File: src/rtl/float_div_unit.sv
// float_div_unit: iterative binary32 divider (restoring radix-2, RNE, denormals flushed) behind an enable/done handshake.
module float_div_unit (
  input  logic        clk,
  input  logic        reset,
  input  logic        enable,
  input  logic [31:0] dataa,
  input  logic [31:0] datab,
  output logic [31:0] result,
  output logic        done
);
  typedef enum logic [2:0] {IDLE, LOAD, DIVIDE, ROUND, DONE} state_t;
  localparam logic [1:0] SP_NORM = 2'd0, SP_NAN = 2'd1, SP_INF = 2'd2, SP_ZERO = 2'd3;
  state_t state, state_nx;
  logic [31:0] a, b;
  logic sign;
  logic signed [9:0] exp;
  logic [25:0] rem, q;
  logic [23:0] mb;
  logic [4:0] cnt;
  logic [1:0] spec;
  logic [7:0] ea, eb;
  logic az, bz, ai, bi, an, bn, ma_lt, ge;
  logic [23:0] ma;
  logic [1:0] spec_n;
  logic signed [9:0] exp_n, exp_r;
  logic [25:0] rem_nx;
  logic [24:0] sum;
  logic [22:0] frac_r;
  logic [31:0] rnd;
  assign ea = a[30:23];
  assign eb = b[30:23];
  assign az = ea == 8'd0;
  assign bz = eb == 8'd0;
  assign ai = ea == 8'hFF && a[22:0] == 23'd0;
  assign bi = eb == 8'hFF && b[22:0] == 23'd0;
  assign an = ea == 8'hFF && a[22:0] != 23'd0;
  assign bn = eb == 8'hFF && b[22:0] != 23'd0;
  assign ma = {1'b1, a[22:0]};
  assign ma_lt = ma < {1'b1, b[22:0]};
  assign exp_n = 10'({2'b00, ea}) - 10'({2'b00, eb}) + 10'd127 - 10'(ma_lt);
  assign spec_n = (an | bn | (ai & bi) | (az & bz)) ? SP_NAN :
                  (ai | bz) ? SP_INF : (bi | az) ? SP_ZERO : SP_NORM;
  assign ge = rem >= {2'b00, mb};
  assign rem_nx = (ge ? rem - {2'b00, mb} : rem) << 1;
  // q = hidden, 23 fraction, guard, round; the leftover remainder is the sticky bit
  assign sum = {1'b0, q[25:2]} + 25'(q[1] & (q[0] | (|rem) | q[2]));
  assign exp_r = exp + 10'(sum[24]);
  assign frac_r = sum[24] ? sum[23:1] : sum[22:0];
  assign rnd = spec == SP_NAN ? 32'h7FC0_0000 :
               (spec == SP_INF || (spec == SP_NORM && exp_r >= 10'sd255)) ? {sign, 31'h7F80_0000} :
               (spec == SP_ZERO || exp_r <= 10'sd0) ? {sign, 31'd0} :
               {sign, exp_r[7:0], frac_r};
  always_ff @(posedge clk)
    if (reset) state <= IDLE;
    else state <= state_nx;
  always_comb begin
    state_nx = state;
    case (state)
      IDLE:    state_nx = enable ? LOAD : IDLE;
      LOAD:    state_nx = enable ? DIVIDE : IDLE;
      DIVIDE:  state_nx = !enable ? IDLE : cnt == 5'd25 ? ROUND : DIVIDE;
      ROUND:   state_nx = enable ? DONE : IDLE;
      default: state_nx = enable ? DONE : IDLE;
    endcase
  end
  always_ff @(posedge clk) begin
    if (reset) begin
      result <= 32'd0;
      done <= 1'b0;
    end else begin
      done <= state_nx == DONE;
      if (state == ROUND && enable) result <= rnd;
    end
    if (state == IDLE && enable) begin
      a <= dataa;
      b <= datab;
    end
    if (state == LOAD) begin
      sign <= a[31] ^ b[31];
      exp <= exp_n;
      mb <= {1'b1, b[22:0]};
      rem <= ma_lt ? {1'b0, ma, 1'b0} : {2'b00, ma};
      q <= 26'd0;
      cnt <= 5'd0;
      spec <= spec_n;
    end
    if (state == DIVIDE) begin
      rem <= rem_nx;
      q <= {q[24:0], ge};
      cnt <= cnt + 5'd1;
    end
  end
endmodule

File: config.mk
export PLATFORM = sky130hd
export DESIGN_NAME = float_div_unit
export DESIGN_NICKNAME = d
export VERILOG_FILES = /design/src/rtl/float_div_unit.sv
export SDC_FILE = /design/constraint.sdc
export NUM_CORES = 1
export LEC_CHECK = 0
export ABC_AREA = 1
export BUFFER_PORTS_ARGS = -buffer_cell sky130_fd_sc_hd__buf_2
export CELL_PAD_IN_SITES_DETAIL_PLACEMENT = 0
export CELL_PAD_IN_SITES_GLOBAL_PLACEMENT = 1
export CORE_ASPECT_RATIO = 1.2
export CORE_MARGIN = 5
export CORE_UTILIZATION = 40
export DETAILED_ROUTE_END_ITERATION = 12
export GPL_TIMING_DRIVEN = 0
export PLACE_DENSITY = 0.68
export SYNTH_ARGS = -nofsm -noshare
export SYNTH_HDL_FRONTEND = slang
export SYNTH_SLANG_ARGS = --single-unit
File: constraint.sdc
create_clock -name clk -period 10.85 [get_ports clk]
set_clock_uncertainty 0.1 [all_clocks]
set_input_delay 2.17 -clock clk [delete_from_list [all_inputs] [get_ports clk]]
set_output_delay 2.17 -clock clk [all_outputs]
set_load 0.05 [all_outputs]
==> reports/results.md <==
| Item | This run | Unit |
| --- | --- | --- |
| Result of the run | finished clean | - |
| Bufs and invs on worst path | 8 | - |
| RSZ-0062 raised after global routing | false | - |
| CP startpoint kind | input pin | - |
| Placement row count | 69 | - |
| Routed Antenna Nets | 0 | - |
| Share of flip-flops with an asynchronous set or reset after synthesis | 0 | % |
| Clock H-tree levels | 4 | - |
| Via count | 9515 | - |
| Nature of the critical path endpoint | flop | - |
| Leading cell type by number of instances after synthesis | sky130_fd_sc_hd__nand2_1 | - |
| Half-perimeter wire length of the detailed placement result | 23.9 | mm |
| Number of port buffers | 99 | - |
| Worst slew pin tran | 847 | ps |
| List of most frequent post-synthesis cells | sky130_fd_sc_hd__nand2_1, sky130_fd_sc_hd__inv_1, sky130_fd_sc_hd__edfxtp_1, sky130_fd_sc_hd__nor2_1, sky130_fd_sc_hd__nand3_1 | - |
| Count of buffers added by post-CTS timing repair for setup | 0 | - |
| GRT Residual Overflow | 0 | - |
| Wire length of the first global-routing pass | 48.8 | mm |
| Cell count after synthesis | 1395 | - |
| Die Y | 198 | µm |
| Post-layout instance area | 0.0134 | mm² |
| Largest delay share family, worst path | buffers and inverters | - |
| Power density cells | 139 | mW/mm² |
| Number of global-route vias before repair | 9546 | - |
| Deepest clock path buffer count | 2 | - |
| Number of setup violations in the final report | 0 | - |
| Resized cells post-CTS | 0 | - |
| Max-cap check violation count | 0 | - |
| Dominant cells by area after synthesis | sky130_fd_sc_hd__edfxtp_1, sky130_fd_sc_hd__nand2_1, sky130_fd_sc_hd__ha_1 | - |
| Number of optimization iterations in the first detailed-route pass | 8 | - |
| Effective utilization at floorplan | 40.2 | % |
| Master cell of the clock root buffer | sky130_fd_sc_hd__clkbuf_16 | - |
| Core ar. | 0.0294 | mm² |
| TritonCTS sink count | 193 | - |
| Cell type with the highest occurrence count on the critical path | sky130_fd_sc_hd__buf_4 | - |
| Crit Path Max Fanout | 10 | - |
| Synthesized area divided by synthesized cell count | 8.46 | µm² |
| TritonCTS clock tree | yes | - |
| Worst max-slew margin expressed relative to the limit | 43.5 | % |
| Worst setup path category | in2reg | - |
| Warnings, synthesis | 0 | - |
| Area enclosed by the die boundary | 0.0331 | mm² |
| CP peak stage delay | 640 | ps |
| # DRC | 0 | - |
| Leakage power | 6.00 | nW |
| Post-Syn Area | 0.0118 | mm² |
| Layout Area Growth over Synthesis | 13.9 | % |
| Number of nets in the synthesized netlist | 1531 | - |
| Most used flip-flop cell after synthesis | sky130_fd_sc_hd__edfxtp_1 | - |
| Number of top-level pins | 100 | - |
| Final period util | 39.0 | % |
| Fmax | 237 | MHz |
| Number of DRC markers after the initial detailed-route iteration | 531 | - |
| Final GP Congestion | 0.875 | - |
| Synth area leader | sky130_fd_sc_hd__edfxtp_1 | - |
| Width of the chip | 167 | µm |
| Distinct cell type count of the synthesized netlist | 57 | - |
| Worst IR Drop VDD | 83.7 | µV |
| Type of the tightest min-delay check | reg2reg | - |
| Largest net degree at the start of global routing | 59 | - |
| Cells traversed along the worst timing path | buf_2, inv_1, nor4_2, buf_4, buf_6, buf_4, buf_4, buf_4, buf_4 | - |
| Final hold violation count | 0 | - |
| Required time at the endpoint of the critical path | 10900 | ps |
| Final layout net count | 1657 | - |
| Number of storage elements in the synthesis netlist | 193 | - |
| Number of synthesized flops with an enable pin | 156 | - |
| Clock network latency to the later pin of the worst-skew pair | 450 | ps |
| Max-slew violation count | 0 | - |
| Portion of the post-synthesis area used by sequential elements | 46.0 | % |
| Final min period | 4230 | ps |
| TritonCTS buffer count | 17 | - |
| Share of the synthesized area in the top cell type | 39.7 | % |
| Number of antenna repair diodes | 0 | - |
| Global-route usage over all layers | 18.5 | % |
| Initial antenna violation count | 0 | - |
| Average via count per standard cell | 4.95 | - |
| Routed wire per std cell | 15.6 | µm |
| Share of the core filled with cells | 45.8 | % |
| Worst endpoint data arrival time | 4280 | ps |
| Total detailed-routing wirelength | 30.1 | mm |
| Total negative setup slack | 0 | ps |
| Clock Pin Slew Worst Setup and Hold Paths | 80 | ps |
| Share of final-layout standard cells stronger than drive strength 1 | 13.9 | % |
| Placed cell area | 0.0129 | mm² |
| CTS Hold Buffers Added | 0 | - |
| Library cell contributing the largest single delay on the critical path | sky130_fd_sc_hd__nor4_2 | - |
==> state kept, by name, indices dropped and copies added, names as in the netlist <==
signal and cells:
spec 2, result 32, cnt 5, rem 26, q 26, mb 23
sign 1, exp 10, a 32, state 3, b 32, done 1
==> layout make-up <==
type	count	area (µm²)
Clock buffer	17	425
Clock inverter	15	144
Fill cell	2967	15900
Timing Repair Buffer	107	572
Buffer	31	189
Tap cell	390	488
Inverter	222	838
Multi-Input combinational cell	949	5360
Sequential cell	193	5430
==> logic make-up (layout without fill, tap and decap cells) <==
kind of cell / Yosys count / after routing / share of synthesized area (%)
AND/OR/NAND/NOR: 669 / 669 / 26.1
buffers and inverters: 253 / 392 / 8.69
flip-flops: 193 / 193 / 46.0
AO/OA/AOI/OAI: 167 / 167 / 8.48
adder cells (fa/ha/maj): 69 / 69 / 7.51
XOR/XNOR: 44 / 44 / 3.27
==> per-layer routing <==
metal | track usage, % | wire length (µm) | vias to the layer above
li1 | - | - | 4916
met1 | 24.0 | 13600 | 4346
met2 | 32.1 | 14500 | 207
met3 | 2.50 | 1190 | 46
met4 | 6.15 | 767 | 0
met5 | 0 | 0 | -
==> worst register-to-register path, delay by kind of cell, from the launching register on <==
| kind | cells | cell delay (ps) |
|---|---|---|
| simple gates | 11 | 1800 |
| fa+ha+maj | 3 | 910 |
| buf+inv | 4 | 450 |
| flops | 1 | 370 |
| compound gates | 3 | 350 |
==> through the flow <==
stage | setup slack, ps | power, W | instances | hold slack, ps
floorplan | 1710 | 0.00116 | 1395 | 326
global placement | -714 | 0.00125 | 1884 | 339
detailed placement | 6060 | 0.00126 | 1892 | 339
CTS | 6550 | 0.00189 | 1924 | 352
global route | 6390 | 0.00197 | 1924 | 378
finish | 6620 | 0.00187 | 1924 | 351
==> worst paths after layout <==
check,from,endpoint,slack (ps),cells past startpoint
setup reg to reg,q[1],result[29],6730,21
setup / recovery,enable,b[13],6620,9
hold / removal,b[7],mb[7],350,0
hold reg to reg,b[7],mb[7],350,0
==> cell usage in the layout, fill, tap and decap left out, drive strengths merged, types with 2 or more instances in the layout <==
master	count
o21a	2
nand3	143
and3	3
fa	3
ha	66
edfxtp	156
buf	120
xnor2	14
o21bai	5
nor4	12
or2	2
o211ai	4
a31oi	6
a21o	4
clkinv	4
a21boi	3
clkbuf	35
inv	230
a21oi	79
nand4	38
nand3b	4
xor2	30
a211oi	2
nor2	145
dfxtp	37
o21ai	60
nand2	296
clkinvlp	2
nor3	23
==> report_power, final <==
part           switching (W)  internal (W)
Combinational       0.000220      0.000126
Sequential         0.0000331      0.000857
Clock               0.000306      0.000324
Total               0.000560       0.00131
Note: power is estimated with default switching activity, not from simulation.
